===== src/rtl/uart_rx.sv =====
// uart_rx: 8N1 UART receiver.
//
// Brings the asynchronous rx line into the clock domain through a two-flop
// synchroniser, detects the start bit, samples each bit at its mid-point
// and delivers one byte per frame with a single-cycle valid strobe.
// The baud arithmetic matches the team's 8N1 transmitter.
//
// Ports:
//   clock        in   system clock, rising edge
//   reset_n      in   asynchronous active-low reset
//   rx           in   serial line, idle high, asynchronous to clock
//   data         out  [7:0] last correctly framed byte (LSB received first)
//   valid        out  one-cycle pulse, data updated in the same cycle
//   frame_error  out  one-cycle pulse when the stop bit samples low
//   busy         out  high whenever the FSM is not in IDLE
//
// Handshake: there is no ready. valid is a single-cycle strobe and data holds
// its value until the next valid, so a consumer must capture data on valid.
module uart_rx #(
  parameter int CLOCK_FREQUENCY = 100000000,
  parameter int BAUD_RATE       = 9600
) (
  input  logic       clock,
  input  logic       reset_n,
  input  logic       rx,
  output logic [7:0] data,
  output logic       valid,
  output logic       frame_error,
  output logic       busy
);

  localparam int BAUD_DIVIDE = CLOCK_FREQUENCY / BAUD_RATE;
  localparam int HALF_DIVIDE = BAUD_DIVIDE / 2;

  localparam logic [15:0] BAUD_LAST = 16'(BAUD_DIVIDE - 1);
  localparam logic [15:0] HALF_LAST = 16'(HALF_DIVIDE - 1);

  typedef enum logic [2:0] {
    S_IDLE  = 3'd0,
    S_START = 3'd1,
    S_DATA  = 3'd2,
    S_STOP  = 3'd3,
    S_BREAK = 3'd4
  } state_e;

  state_e      state_q, state_d;
  logic        sync1_q, sync2_q;
  logic [15:0] count_q, count_d;
  logic [3:0]  bit_q, bit_d;
  logic [7:0]  shift_q, shift_d;
  logic [7:0]  data_q, data_d;
  logic        valid_q, valid_d;
  logic        frame_error_q, frame_error_d;
  logic        rx_s;

  assign rx_s = sync2_q;

  // Synchroniser resets to the idle (high) line level so reset release
  // never looks like a start edge.
  always_ff @(posedge clock or negedge reset_n) begin
    if (!reset_n) begin
      sync1_q <= 1'b1;
      sync2_q <= 1'b1;
    end else begin
      sync1_q <= rx;
      sync2_q <= sync1_q;
    end
  end

  always_ff @(posedge clock or negedge reset_n) begin
    if (!reset_n) begin
      state_q       <= S_IDLE;
      count_q       <= 16'd0;
      bit_q         <= 4'd0;
      shift_q       <= 8'h00;
      data_q        <= 8'h00;
      valid_q       <= 1'b0;
      frame_error_q <= 1'b0;
    end else begin
      state_q       <= state_d;
      count_q       <= count_d;
      bit_q         <= bit_d;
      shift_q       <= shift_d;
      data_q        <= data_d;
      valid_q       <= valid_d;
      frame_error_q <= frame_error_d;
    end
  end

  always_comb begin
    state_d       = state_q;
    count_d       = count_q;
    bit_d         = bit_q;
    shift_d       = shift_q;
    data_d        = data_q;
    valid_d       = 1'b0;
    frame_error_d = 1'b0;

    unique case (state_q)
      S_IDLE: begin
        count_d = 16'd0;
        if (!rx_s) begin
          state_d = S_START;
        end
      end

      S_START: begin
        count_d = count_q + 16'd1;
        // Re-check the line at the start-bit mid-point; a high line here
        // means the falling edge was a glitch.
        if (count_q == HALF_LAST) begin
          count_d = 16'd0;
          if (!rx_s) begin
            state_d = S_DATA;
            bit_d   = 4'd0;
          end else begin
            state_d = S_IDLE;
          end
        end
      end

      S_DATA: begin
        count_d = count_q + 16'd1;
        if (count_q == BAUD_LAST) begin
          count_d = 16'd0;
          shift_d = {rx_s, shift_q[7:1]};
          bit_d   = bit_q + 4'd1;
          if (bit_q == 4'd7) begin
            state_d = S_STOP;
          end
        end
      end

      S_STOP: begin
        count_d = count_q + 16'd1;
        // Returning to IDLE at the stop-bit mid-point lets a back-to-back
        // start edge be accepted without any extra idle time.
        if (count_q == BAUD_LAST) begin
          count_d = 16'd0;
          if (rx_s) begin
            data_d  = shift_q;
            valid_d = 1'b1;
            state_d = S_IDLE;
          end else begin
            frame_error_d = 1'b1;
            state_d       = S_BREAK;
          end
        end
      end

      S_BREAK: begin
        // Wait for the line to go high so a held-low line cannot retrigger.
        count_d = 16'd0;
        if (rx_s) begin
          state_d = S_IDLE;
        end
      end

      default: begin
        state_d = S_IDLE;
        count_d = 16'd0;
      end
    endcase
  end

  assign data        = data_q;
  assign valid       = valid_q;
  assign frame_error = frame_error_q;
  assign busy        = (state_q != S_IDLE);

endmodule


===== config.mk =====
export PLATFORM = sky130hd
export DESIGN_NAME = uart_rx
export DESIGN_NICKNAME = d
export VERILOG_FILES = /design/src/rtl/uart_rx.sv
export SDC_FILE = /design/constraint.sdc
export NUM_CORES = 1
export LEC_CHECK = 0
export BUFFER_PORTS_ARGS = -buffer_cell sky130_fd_sc_hd__buf_2
export CAP_MARGIN = 20
export CORE_AREA = 2 2 60 62
export CTS_BUF_LIST = sky130_fd_sc_hd__clkbuf_8 sky130_fd_sc_hd__clkbuf_16
export CTS_CLUSTER_SIZE = 14
export DETAILED_ROUTE_END_ITERATION = 10
export DIE_AREA = 0 0 62 64
export PLACE_DENSITY = 0.87
export SLEW_MARGIN = 20
export SYNTH_ARGS = -nofsm -noshare
export SYNTH_HDL_FRONTEND = slang
export SYNTH_SLANG_ARGS = --single-unit

===== constraint.sdc =====
create_clock -name clock -period 3.9 [get_ports clock]
set_clock_uncertainty 0.15 [all_clocks]
set_input_delay 0.39 -clock clock [delete_from_list [all_inputs] [get_ports clock]]
set_output_delay 0.39 -clock clock [all_outputs]
set_load 0.02 [all_outputs]

* Word level (Yosys, flattened, before mapping)
Index checks and enable logic that the tools add are counted.
** Cells by class
- Add/subtract/negate cells :: 2
- Equality and inequality tests :: 14
- Mux-type cells :: 22
- Reductions and logical operators :: 8
** Operator list (number)
- two-way mux 16 bit :: 2
- case mux 16 bit (2 select lines) :: 1
- two-way mux 3 bit :: 7
- adder 16 x 1 -> 16 bit, second input constant :: 1
- equality test 16 x 13 -> 1 bit, second input constant :: 1
- equality test 16 x 14 -> 1 bit, second input constant :: 1
- case mux 3 bit (5 select lines) :: 1
- inequality test 2 bit, second input constant :: 7
- two-way mux 4 bit :: 3
- case mux 4 bit (2 select lines) :: 1
- equality test 3 x 2 -> 1 bit, second input constant :: 2
- two-way mux 1 bit :: 6
- AND reduction 6 bit :: 1
- adder 4 x 1 -> 4 bit, second input constant :: 1
- equality test 4 x 3 -> 1 bit, second input constant :: 1
- AND reduction 4 bit :: 1
- equality test 3 x 1 -> 1 bit, second input constant :: 1
- equality test 3 bit, second input constant :: 1
- zero test 3 bit :: 1
- AND reduction 3 bit :: 1
- nonzero test 3 bit :: 1
- two-way mux 2 bit :: 1
- AND reduction 2 bit :: 1
- nonzero test 2 bit :: 1
- OR reduction 2 bit :: 1
** Word-level totals
- Register bits after elaboration :: 43
- Bits of input ports :: 3
- Output and inout port bits :: 11
- Logic and storage cells :: 55

* Longest topological paths before layout
Gate-level depths: netlist of run 1.
- Depth after elaboration :: 4
- Gate-level depth with buffers :: 7
- Depth with buffers taken out :: 6

* Worst setup path before layout of run 1
Ideal clock, no wire load.
- Path type :: register to register
- Start point :: register count_q[0]
- End point :: register bit_q[3]
- Library setup time :: 0.110 ns
- Arrival :: 1.648 ns
- Required time :: 3.640 ns
- Setup slack :: 1.992 ns
- Cell stages (with the launch flop) :: 7
- Buffers on the path :: 0
- Clock period less this slack :: 1.908 ns
- Cell sequence :: dfrtp_1 > ha_1 > and3_2 > nand4_4 > o22a_1 > or2_1 > o41ai_1
** Between the ends
- Word-level cells in the longest chain between the ends :: 3
- Elaborated cells on any way between the ends :: 5
- Classes of those cells :: eq/ne: 4; reduce/logical: 1
** Ends and longest elaborated chain
- from (decl) :: line 48 : logic [15:0] count_q, count_d;
- from (signal assigned) :: line 81 : count_q <= count_d;
- equality test 16 x 14 -> 1 bit / equality test 16 x 13 -> 1 bit (equally long branches) :: line 124, 111
- inequality test 2 bit (no source line)
- AND reduction 4 bit (no source line) (*)
- to (signal assigned) :: line 82 : bit_q <= bit_d;
- to (decl) :: line 49 : logic [3:0] bit_q, bit_d;
Every way passes the cells marked *; elsewhere a longest branch is shown, timed or not.
A chain may end at the register's enable or synchronous reset.

* Worst setup path in the final report of run 1
- Start point :: register count_q[0]
- End point :: register shift_q[3]
** Between the ends
- Word-level cells in the longest chain between the ends :: 2
** Ends and longest elaborated chain
- equality test 16 x 14 -> 1 bit :: line 124 : if (count_q == BAUD_LAST) begin
- AND reduction 2 bit (no source line)
- to (signal assigned) :: line 83 : shift_q <= shift_d;
- to (decl) :: line 50 : logic [7:0] shift_q, shift_d;
No other way between the ends.

==> impl_results.rst, run 1 <==
.. list-table::
   :header-rows: 1

   * - Metric
     - Value
   * - Commonest non-fill, non-tap cell in the layout
     - dfrtp_1
   * - Headroom to the max-slew limit
     - between 30% and 40%
   * - Worst Setup Start Kind
     - flip-flop
   * - Setup violations, final
     - 0
   * - Worst-Skew Late Latency
     - slightly below 300 ps
   * - H-tree levels
     - 2
   * - Placer Congestion
     - 0.831
   * - Number of global-route vias before repair
     - ~1300
   * - Floorplan die height
     - between 60 and 70 um
   * - Commonest cells after routing, fill and taps aside
     - dfrtp_1 (41), nor2_1 (23), mux2_2 (18)
   * - Area contributors post-synth
     - dfrtp_1 (53%), mux2_2 (11%), xor2_1 (4.6%)
   * - I/O pin count
     - 14
   * - Maximum number of pins on one net before global-route repair
     - 44
   * - Slack of the worst reg-to-reg path
     - roughly 1500 ps
   * - Setup Fix Bufs, Post-CTS
     - 0
   * - Final total negative setup slack
     - 0 ps
   * - First-pass GRT wire length
     - 5990 um
   * - Maximum resistive drop on vdd
     - 0.247 mV
   * - Mapped cell area
     - ~1900 um2
   * - Final worst-path cycle share
     - 61.7%
   * - Minimum setup slack in the final design
     - between 1000 and 1500 ps
   * - Worst reg2reg path startpoint
     - count_q[0]
   * - Setup WS pre-CTS
     - around 1500 ps
   * - Worst reg2reg endpoint
     - shift_q[3]
   * - Final hold vios
     - 0
   * - Initial standard-cell utilization of the core
     - around three fifths
   * - Slowest cell on crit path
     - nor2_1
   * - Worst Reg-to-Reg Cells
     - 5
   * - Classification of the worst-slack hold path
     - input port to flip-flop
   * - Setup repair after global routing missed its margin
     - no
   * - Crit-path cells
     - ha_1, and3_2, nand4_4, nor2_1, mux2_2
   * - Maximum frequency from static timing analysis
     - between 400 and 500 MHz
   * - Data arrival time of the worst path
     - roughly 2400 ps
   * - Seq/Total Area, Yosys
     - 56.2%
   * - Count of buffers inserted at the top-level ports
     - 13
   * - Type of destination of the critical path
     - flip-flop
   * - Fraction of layout instances using a drive strength above 1
     - ~28%
   * - Cell taking the most area after synthesis
     - dfrtp_1
   * - Power density relative to cell area
     - ~370 nW/um2
   * - Cells resized by post-CTS repair
     - 0
   * - Die footprint
     - between 3000 and 4000 um2
   * - DRC violations left
     - 0
   * - Number of enable-type register cells in the synthesized netlist
     - 0
   * - Highest net fanout along the worst path
     - 11
   * - Proportion of register bits with asynchronous set or reset after synthesis
     - 100%
   * - Number of buffers created by CTS
     - 5
   * - Total buffers and inverters traversed by the critical path
     - 0
   * - Final routed wire length divided by cell count
     - ~15 um
   * - Maximum buffer depth of the clock tree
     - 2
   * - Number of synthesized register bits
     - 43
   * - Via count of the routed design
     - 1291
   * - Average cell area after synthesis
     - between 10 and 15 um2
   * - Sum of overflow across all layers after global routing
     - 0
   * - Number of clock sinks
     - 43
   * - Total Routed Length
     - between 3000 and 4000 um
   * - Leakage power
     - ~0.0010 uW
   * - Synthesized Nets
     - between 150 and 200
   * - Max-cap violation count
     - 0
   * - Final antenna diode count
     - 0
   * - Final ANT Viol Nets
     - 0
   * - Number of vias per cell
     - 5.82
   * - Endpoint of the worst hold-timing path
     - sync1_q
   * - Status
     - finished, final reports clean
   * - Chip width
     - 62 um
   * - Measured slew at the worst slew-check pin
     - a little over 900 ps
   * - Required time reported for the critical path endpoint
     - 3920 ps
   * - Worst min-delay path startpoint
     - rx
   * - Layout overhead on the synthesized area
     - 10.8%
   * - Dominant register cell in the synthesized netlist
     - dfrtp_1
   * - Yosys warning total
     - 0
   * - Final-report max-slew violation count
     - 0
   * - Max incr delay on CP
     - approximately 700 ps
   * - First-pass iteration count of the detailed router
     - 4
   * - Gate count of the mapped netlist
     - 159
   * - Worst hold stages
     - 1
   * - Crit Path Category
     - flip-flop to flip-flop
   * - DRC violation total after the first TritonRoute iteration
     - 93
   * - Cell at the root of the clock tree
     - clkbuf_8
   * - Crit path time final
     - about 2400 ps
   * - Fraction of synthesized cell area taken by the top area cell type
     - 53.5%
   * - Clock slew at reported path FFs
     - around 70 ps
   * - Core region area
     - about 3300 um2
   * - Initial antenna violation count
     - 0
   * - Detail Placement HPWL
     - around 2500 um
   * - GRT Resource Usage Total
     - slightly above 20%
   * - Number of buffers added to fix hold violations after cts
     - 0
   * - CP top delay family
     - simple AND/OR/NAND/NOR gates
   * - Placement Rows
     - 21
   * - Layout net count
     - about 180
   * - Clock tree from TritonCTS
     - built
   * - Number of distinct library cells after synthesis
     - 42
-- area by class of cell --
type / count / area (um2)
Inverter: 2 / 7.51
Clock inverter: 2 / 33.8
Clock buffer: 5 / 68.8
Fill cell: 251 / 1160
Multi-Input combinational cell: 111 / 815
Tap cell: 46 / 57.6
Timing Repair Buffer: 13 / 65.1
Sequential cell: 43 / 1080
-- Yosys cell counts, drive strengths merged, types with 3 or more instances --
cell type  instances
nand4              4
nand2             10
xnor2              4
nor2              24
mux2              18
nand3              7
buf                3
dfrtp             41
nor4               3
a21oi              3
xor2              10
-- flip-flops by register name (all words and copies together) (netlist names) --
register,flops
sync1_q,1
data,8
state_q,3
valid,1
rx_s,1
frame_error,1
shift_q,8
bit_q,4
count_q,16
-- where the power goes --
part	switching (uW)	total, uW	internal [uW]
Clock	135	320	185
Combinational	9.04	10.8	1.74
Sequential	1.23	449	448
Total	145	779	634
-- cells by family after synthesis --
logic type | count (synthesis) | share of synthesized area [%]
AND/OR/NAND/NOR | 66 | 20.0
flip-flops | 43 | 56.2
multiplexers | 18 | 10.6
XOR/XNOR | 14 | 6.39
AO/OA/AOI/OAI | 11 | 4.24
buffers and inverters | 5 | 1.30
adder cells (fa/ha/maj) | 2 | 1.30
-- through the flow --
stage	hold slack, ps	total power, uW	cells	utilization (%)	cell area [um2]
after floorplan	-55.6	459	159	-	1920
final	52.4	779	222	64.7	2130
after CTS	45.8	789	222	64.7	2130
after global placement	197	468	215	61.6	2020
after detailed placement	198	469	215	61.6	2020
after global routing	35.2	812	222	64.7	2130
-- per-layer routing --
metal,track usage (%),up-vias,wire (um)
met5,0,-,0
met3,6.48,6,164
met1,26.8,654,1400
li1,-,591,-
met4,5.85,0,48
met2,31.9,40,1820
-- worst max path at each step --
stage | start | end | cells after the start | slack [ps]
4_1_cts | count_q[0] | state_q[0] | 6 | 1490
6_report | count_q[0] | shift_q[3] | 5 | 1490
2_1_floorplan | count_q[0] | bit_q[3] | 6 | 1990
5_1_grt | count_q[0] | state_q[0] | 6 | 1320
3_3_place_gp | count_q[8] | shift_q[5] | 4 | 1580
3_5_place_dp | count_q[0] | shift_q[3] | 5 | 1510
No activity file was read; power rests on OpenSTA's default activity.
==> run 2, diff against run 1 <==
--- a/config.mk
+++ b/config.mk
@@ -7,12 +7,12 @@
 export LEC_CHECK = 0
 export BUFFER_PORTS_ARGS = -buffer_cell sky130_fd_sc_hd__buf_2
 export CAP_MARGIN = 20
-export CORE_AREA = 2 2 60 62
+export CORE_AREA = 2 2 61 63
 export CTS_BUF_LIST = sky130_fd_sc_hd__clkbuf_8 sky130_fd_sc_hd__clkbuf_16
 export CTS_CLUSTER_SIZE = 14
 export DETAILED_ROUTE_END_ITERATION = 10
-export DIE_AREA = 0 0 62 64
-export PLACE_DENSITY = 0.87
+export DIE_AREA = 0 0 63 65
+export PLACE_DENSITY = 0.85
 export SLEW_MARGIN = 20
 export SYNTH_ARGS = -nofsm -noshare
 export SYNTH_HDL_FRONTEND = slang
==> constraint.sdc (replaced) <==
create_clock -name clock -period 2.4 [get_ports clock]
set_clock_uncertainty 0.15 [all_clocks]
set_input_delay 0.24 -clock clock [delete_from_list [all_inputs] [get_ports clock]]
set_output_delay 0.24 -clock clock [all_outputs]
set_load 0.02 [all_outputs]
==> run 2 against run 1 <==
Global-route usage down 2.8 points. Sequential share of layout area decreased by 0.91 points. Combinational power rose by 83%. Power increased by 60%. Highest routed layer unchanged. Setup slack worse by 1200 ps. Wire length shrank 4.5%. Largest cell class unchanged.
==> impl_results.rst, run 2 (same netlist as run 1, synthesis figures left out) <==
.. list-table::
   :header-rows: 1

   * - Metric
     - Value
   * - Leakage power
     - 0.00104 uW (was 0.00103 uW)
   * - Internal
     - 994 uW (was 634 uW)
   * - Initial standard-cell utilization of the core
     - 54.9% (was 58.4%)
   * - Final ANT Viol Nets
     - 0 (unchanged)
   * - Status
     - finished, final reports clean (unchanged)
   * - Layout overhead on the synthesized area
     - 12.9% (was 10.8%)
   * - Number of global-route vias before repair
     - 1234 (was 1296)
   * - Count of buffers inserted at the top-level ports
     - 13 (unchanged)
   * - Headroom to the max-slew limit
     - 40.3% (was 39.6%)
   * - Commonest cells after routing, fill and taps aside
     - dfrtp_1 (41), nor2_1 (23), mux2_2 (18) (unchanged)
   * - Cells resized by post-CTS repair
     - 0 (unchanged)
   * - Setup repair after global routing missed its margin
     - no (unchanged)
   * - Placer Congestion
     - 0.940 (was 0.831)
   * - Maximum frequency from static timing analysis
     - 472 MHz (was 416 MHz)
   * - First-pass GRT wire length
     - 5440 um (was 5990 um)
   * - Worst-Skew Late Latency
     - 300 ps (was 290 ps)
   * - Fraction of layout instances using a drive strength above 1
     - 29.3% (was 27.8%)
   * - Maximum resistive drop on vdd
     - 0.420 mV (was 0.247 mV)
   * - Worst Setup Start Kind
     - flip-flop (unchanged)
   * - Register with the most flip-flops
     - count_q (unchanged)
   * - Crit path time final
     - 2120 ps (was 2410 ps)
   * - First-pass iteration count of the detailed router
     - 4 (unchanged)
   * - Final total negative setup slack
     - 0 ps (unchanged)
   * - Clock tree from TritonCTS
     - built (unchanged)
   * - Worst reg2reg path startpoint
     - count_q[0] (unchanged)
   * - Cell at the root of the clock tree
     - clkbuf_8 (unchanged)
   * - Power density relative to cell area
     - 576 nW/um2 (was 367 nW/um2)
   * - Maximum buffer depth of the clock tree
     - 2 (unchanged)
   * - Max-cap violation count
     - 0 (unchanged)
   * - Required time reported for the critical path endpoint
     - 2440 ps (was 3920 ps)
   * - Type of destination of the critical path
     - flip-flop (unchanged)
   * - Total Routed Length
     - 3270 um (was 3430 um)
   * - Crit Path Category
     - flip-flop to flip-flop (unchanged)
   * - Switching share of total power
     - 20.3% (was 18.6%)
   * - Layout net count
     - 185 (was 181)
   * - Die footprint
     - 4100 um2 (was 3970 um2)
   * - Startpoint of the most critical setup path
     - count_q[0] (unchanged)
   * - Final antenna diode count
     - 0 (unchanged)
   * - H-tree levels
     - 2 (unchanged)
   * - Classification of the worst-slack hold path
     - flip-flop to flip-flop (was input port to flip-flop)
   * - Sum of overflow across all layers after global routing
     - 0 (unchanged)
   * - Clock slew at reported path FFs
     - 80 ps (was 70 ps)
   * - I/O pin count
     - 14 (unchanged)
   * - Relative contribution of combinational cells to total power
     - 1.6% (was 1.4%)
   * - Detail Placement HPWL
     - 2320 um (was 2460 um)
   * - Largest register FFs
     - 16 (unchanged)
   * - Net load switching power
     - 253 uW (was 145 uW)
   * - Number of vias per cell
     - 5.36 (was 5.82)
   * - Relative contribution of the clock network to total power
     - 39.9% (was 41.0%)
   * - Final-report max-slew violation count
     - 0 (unchanged)
   * - Final routed wire length divided by cell count
     - 14.3 um (was 15.4 um)
   * - Worst min-delay path startpoint
     - sync1_q (was rx)
   * - GRT Resource Usage Total
     - 17.6% (was 20.4%)
   * - Chip width
     - 63 um (was 62 um)
   * - Commonest non-fill, non-tap cell in the layout
     - dfrtp_1 (unchanged)
   * - DRC violation total after the first TritonRoute iteration
     - 59 (was 93)
   * - Highest net fanout along the worst path
     - 6 (was 11)
   * - DRC violations left
     - 0 (unchanged)
   * - Measured slew at the worst slew-check pin
     - 896 ps (was 906 ps)
   * - Initial antenna violation count
     - 0 (unchanged)
   * - Final hold vios
     - 0 (unchanged)
   * - Count of fill cells added during filler insertion
     - 265 (was 251)
   * - Number of buffers created by CTS
     - 5 (unchanged)
   * - Via count of the routed design
     - 1227 (was 1291)
   * - Core region area
     - 3500 um2 (was 3280 um2)
   * - Final worst-path cycle share
     - 88.2% (was 61.7%)
   * - Setup violations, final
     - 0 (unchanged)
   * - Number of clock sinks
     - 43 (unchanged)
   * - Floorplan die height
     - 65 um (was 64 um)
   * - Number of buffers added to fix hold violations after cts
     - 2 (was 0)
   * - Sequential cell fraction of total power
     - 58.5% (was 57.6%)
   * - Setup Fix Bufs, Post-CTS
     - 0 (unchanged)
   * - Maximum number of pins on one net before global-route repair
     - 44 (unchanged)
   * - Placement Rows
     - 22 (was 21)
   * - Fin Hold WS
     - 217 ps (was 52.4 ps)
   * - Data arrival time of the worst path
     - 2160 ps (was 2430 ps)
[run 2: worst paths after layout]
kind / endpoint / slack (ps) / cells past startpoint
worst max-delay path: bit_q[3] / 280 / 6
worst max register to register: bit_q[3] / 280 / 6
max in group asynchronous: data[7] / 1080 / 2
worst min register to register: rx_s / 220 / 0
worst min-delay path: rx_s / 220 / 0
min in group asynchronous: state_q[2] / 450 / 2
[run 2: per-stage QoR]
step	cells	util [%]	cell area [um2]	setup slack [ps]	power, uW
floorplan	159	-	1920	492	746
global placement	219	58.4	2040	390	761
detailed placement	219	58.4	2040	279	762
CTS	229	61.9	2160	258	1260
global route	229	61.9	2160	161	1300
finish	229	61.9	2160	283	1250
[run 2: critical path, stage by stage (launching register included)]
cell and delay [ps]:
dfrtp_1 390, ha_1 230, and3_2 250, nand4_4 140
o22a_1 260, or2_1 260, o41ai_1 330
[run 2: final cells by class]
class | instances | area, um2 | share of cell area, %
Timing Repair Buffer | 17 | 100 | 4.62
Inverter | 2 | 7.51 | 0.347
Clock buffer | 7 | 96.3 | 4.45
Sequential cell | 43 | 1080 | 49.8
Tap cell | 48 | 60.1 | 2.77
Clock inverter | 1 | 7.51 | 0.347
Multi-Input combinational cell | 111 | 815 | 37.6
[run 2: power by group through the flow]
stage | Sequential [uW] | Clock (uW) | Combinational [uW]
after floorplan | 743 | 0 | 2.76
after global placement | 743 | 0 | 17.6
after detailed placement | 744 | 0 | 18.7
after CTS | 729 | 510 | 21.1
after global routing | 729 | 546 | 24.2
final | 729 | 498 | 19.8
[run 2: per-layer routing]
layer	share of wire, %	wire length (um)	global-route usage, %	vias to the layer above
met2	49	1600	30.2	19
met1	47	1520	20.6	604
met4	2.4	80	10.8	0
li1	-	-	-	597
met3	2.2	73	3.13	7
met5	0	0	0	-
==> run 3, diff against run 2 <==
==> constraint.sdc (replaced) <==
create_clock -name clock -period 2.1 [get_ports clock]
set_clock_uncertainty 0.15 [all_clocks]
set_input_delay 0.21 -clock clock [delete_from_list [all_inputs] [get_ports clock]]
set_output_delay 0.21 -clock clock [all_outputs]
set_load 0.02 [all_outputs]
==> run 3 against run 2 <==
Clock-buffer cell count is 2 lower. Sequential share of layout area is 0.46 points lower. Flip-flop and latch count stayed put. Global-route usage is 0.71 points higher. Maximum frequency is 3.7% higher. Via count is 3.8% higher. Combinational power is 24% higher. Worst hold slack hardly changed. Design area is 1.0% higher. Core utilization is 0.64 points higher. Clock power hardly changed.
==> impl_results.rst, run 3 (same netlist as run 1, synthesis figures left out) <==
.. list-table::
   :header-rows: 1

   * - Metric
     - Value
   * - Crit path time final
     - 2040 ps (was 2120 ps)
   * - Instance area at placement
     - 2060 um2 (was 2040 um2)
   * - Max-cap violation count
     - 0 (unchanged)
   * - Final routed wire length divided by cell count
     - 14.7 um (was 14.3 um)
   * - Cell at the root of the clock tree
     - clkbuf_8 (unchanged)
   * - Relative contribution of the clock network to total power
     - 36.7% (was 39.9%)
   * - First-pass GRT wire length
     - 5680 um (was 5440 um)
   * - Final worst-path cycle share
     - 97.2% (was 88.2%)
   * - Number of buffers created by CTS
     - 5 (unchanged)
   * - Number of global-route vias before repair
     - 1173 (was 1234)
   * - Worst Setup Start Kind
     - flip-flop (unchanged)
   * - Placement Rows
     - 22 (unchanged)
   * - Commonest cells after routing, fill and taps aside
     - dfrtp_1 (40), nor2_1 (23), mux2_2 (18) (was dfrtp_1 (41), nor2_1 (23), mux2_2 (18))
   * - Crit Path Category
     - flip-flop to flip-flop (unchanged)
   * - DRC violation total after the first TritonRoute iteration
     - 81 (was 59)
   * - Data arrival time of the worst path
     - 2070 ps (was 2160 ps)
   * - Measured slew at the worst slew-check pin
     - 609 ps (was 896 ps)
   * - Type of destination of the critical path
     - flip-flop (unchanged)
   * - Placer Congestion
     - 0.864 (was 0.940)
   * - Clock tree from TritonCTS
     - built (unchanged)
   * - Net load switching power
     - 289 uW (was 253 uW)
   * - Initial antenna violation count
     - 0 (unchanged)
   * - Power density relative to cell area
     - 619 nW/um2 (was 576 nW/um2)
   * - Maximum number of pins on one net before global-route repair
     - 44 (unchanged)
   * - Clock slew at reported path FFs
     - 80 ps (about the same)
   * - GRT Resource Usage Total
     - 18.3% (was 17.6%)
   * - Layout net count
     - 189 (was 185)
   * - Fraction of layout instances using a drive strength above 1
     - 31.9% (was 29.3%)
   * - Floorplan die height
     - 65 um (unchanged)
   * - Internal
     - 1070 uW (was 994 uW)
   * - Final antenna diode count
     - 0 (unchanged)
   * - Layout overhead on the synthesized area
     - 14.0% (was 12.9%)
   * - Final hold vios
     - 0 (unchanged)
   * - Sequential cell fraction of total power
     - 61.5% (was 58.5%)
   * - Maximum buffer depth of the clock tree
     - 2 (unchanged)
   * - Setup repair after global routing missed its margin
     - no (unchanged)
   * - Final std cell area, no fill
     - 2190 um2 (was 2160 um2)
   * - Worst-Skew Late Latency
     - 290 ps (was 300 ps)
   * - Initial standard-cell utilization of the core
     - 54.9% (unchanged)
   * - Status
     - finished, final reports clean (unchanged)
   * - Relative contribution of combinational cells to total power
     - 1.8% (was 1.6%)
   * - Final-report max-slew violation count
     - 0 (unchanged)
   * - Chip width
     - 63 um (unchanged)
   * - Fin Hold WS
     - 217 ps (about the same)
   * - Die footprint
     - 4100 um2 (unchanged)
   * - Classification of the worst-slack hold path
     - flip-flop to flip-flop (unchanged)
   * - H-tree levels
     - 2 (unchanged)
   * - Core region area
     - 3500 um2 (unchanged)
   * - Commonest non-fill, non-tap cell in the layout
     - dfrtp_1 (unchanged)
   * - Total Routed Length
     - 3410 um (was 3270 um)
   * - Maximum frequency from static timing analysis
     - 490 MHz (was 472 MHz)
   * - Leakage power
     - 0.00106 uW (was 0.00104 uW)
   * - Number of vias per cell
     - 5.47 (was 5.36)
   * - Required time reported for the critical path endpoint
     - 2130 ps (was 2440 ps)
   * - Maximum resistive drop on vdd
     - 0.449 mV (was 0.420 mV)
   * - Highest net fanout along the worst path
     - 4 (was 6)
   * - Number of clock sinks
     - 43 (unchanged)
   * - Final ANT Viol Nets
     - 0 (unchanged)
   * - Register with the most flip-flops
     - count_q (unchanged)
   * - Headroom to the max-slew limit
     - 59.0% (was 40.3%)
   * - First-pass iteration count of the detailed router
     - 4 (unchanged)
   * - I/O pin count
     - 14 (unchanged)
   * - Slack of the worst reg-to-reg path
     - 60 ps (was 280 ps)
   * - Sum of overflow across all layers after global routing
     - 0 (unchanged)
   * - Largest register FFs
     - 16 (unchanged)
   * - Count of buffers inserted at the top-level ports
     - 13 (unchanged)
   * - Setup violations, final
     - 0 (unchanged)
   * - Detail Placement HPWL
     - 2300 um (was 2320 um)
   * - Via count of the routed design
     - 1274 (was 1227)
   * - DRC violations left
     - 0 (unchanged)
   * - Switching share of total power
     - 21.3% (was 20.3%)
==> run 3: cell types whose count changed in the layout (fill, tap and decap cells not counted), sizes merged <==
cell	change
buf	+4
clkbuf	-2
clkinv	+1
inv	+1
==> run 3: worst paths after layout <==
check                            from     endpoint  cells past startpoint
min in group asynchronous     reset_n  count_q[12]                      3
min reg2reg                   sync1_q         rx_s                      0
max in group asynchronous     reset_n   count_q[9]                      3
max reg2reg                count_q[9]     bit_q[3]                      5
max                        count_q[9]     bit_q[3]                      5
min                           sync1_q         rx_s                      0
==> run 3: power by group through the flow <==
stage	logic, uW	clock network, uW	registers (uW)
after global routing	29.1	550	834
final	24.5	497	833
after detailed placement	23.0	0	849
after CTS	25.9	510	833
after global placement	22.0	0	849
after floorplan	3.16	0	849
==> run 3: per-stage QoR <==
stage | instances | util [%] | worst slack, ps | TNS, ps | total power, uW
after floorplan | 159 | - | 192 | 0 | 852
after global placement | 221 | 58.8 | 136 | 0 | 871
after detailed placement | 221 | 58.8 | -52.9 | -52.9 | 872
after CTS | 231 | 62.0 | 13.3 | 0 | 1370
after global routing | 233 | 62.6 | 13.8 | 0 | 1410
final | 233 | 62.6 | 58.4 | 0 | 1350
==> run 3: routing by layer <==
layer	vias to the layer above	track usage, %	wire length, um
met2	34	28.3	1680
li1	610	-	-
met4	0	10.0	65
met5	-	0	0
met3	4	3.13	121
met1	626	24.8	1550
==> run 3: cell type report <==
type                    count  area (um2)
fillers                   284        1310
flip-flops and latches     43        1080
multi-input cells         111         825
repair buffers             21         130
clock buffers               5        68.8
well taps                  48        60.1
clock inverters             3        16.3
inverters                   2        7.51
==> run 3: what timing repair did <==
item	4_1_cts	5_1_grt
setup buffers	0	2
gates resized for setup	1	2
hold buffers	2	0
setup endpoints to repair	1	2
endpoints found under the hold margin	42	0
pin swaps	0	2
==> run 3: critical path, cell delays in order (launching register included) <==
cell     delay [ps]
dfrtp_2         450
nor4_4          350
nand4_4         170
o22a_1          250
or2_1           260
o41ai_2         310
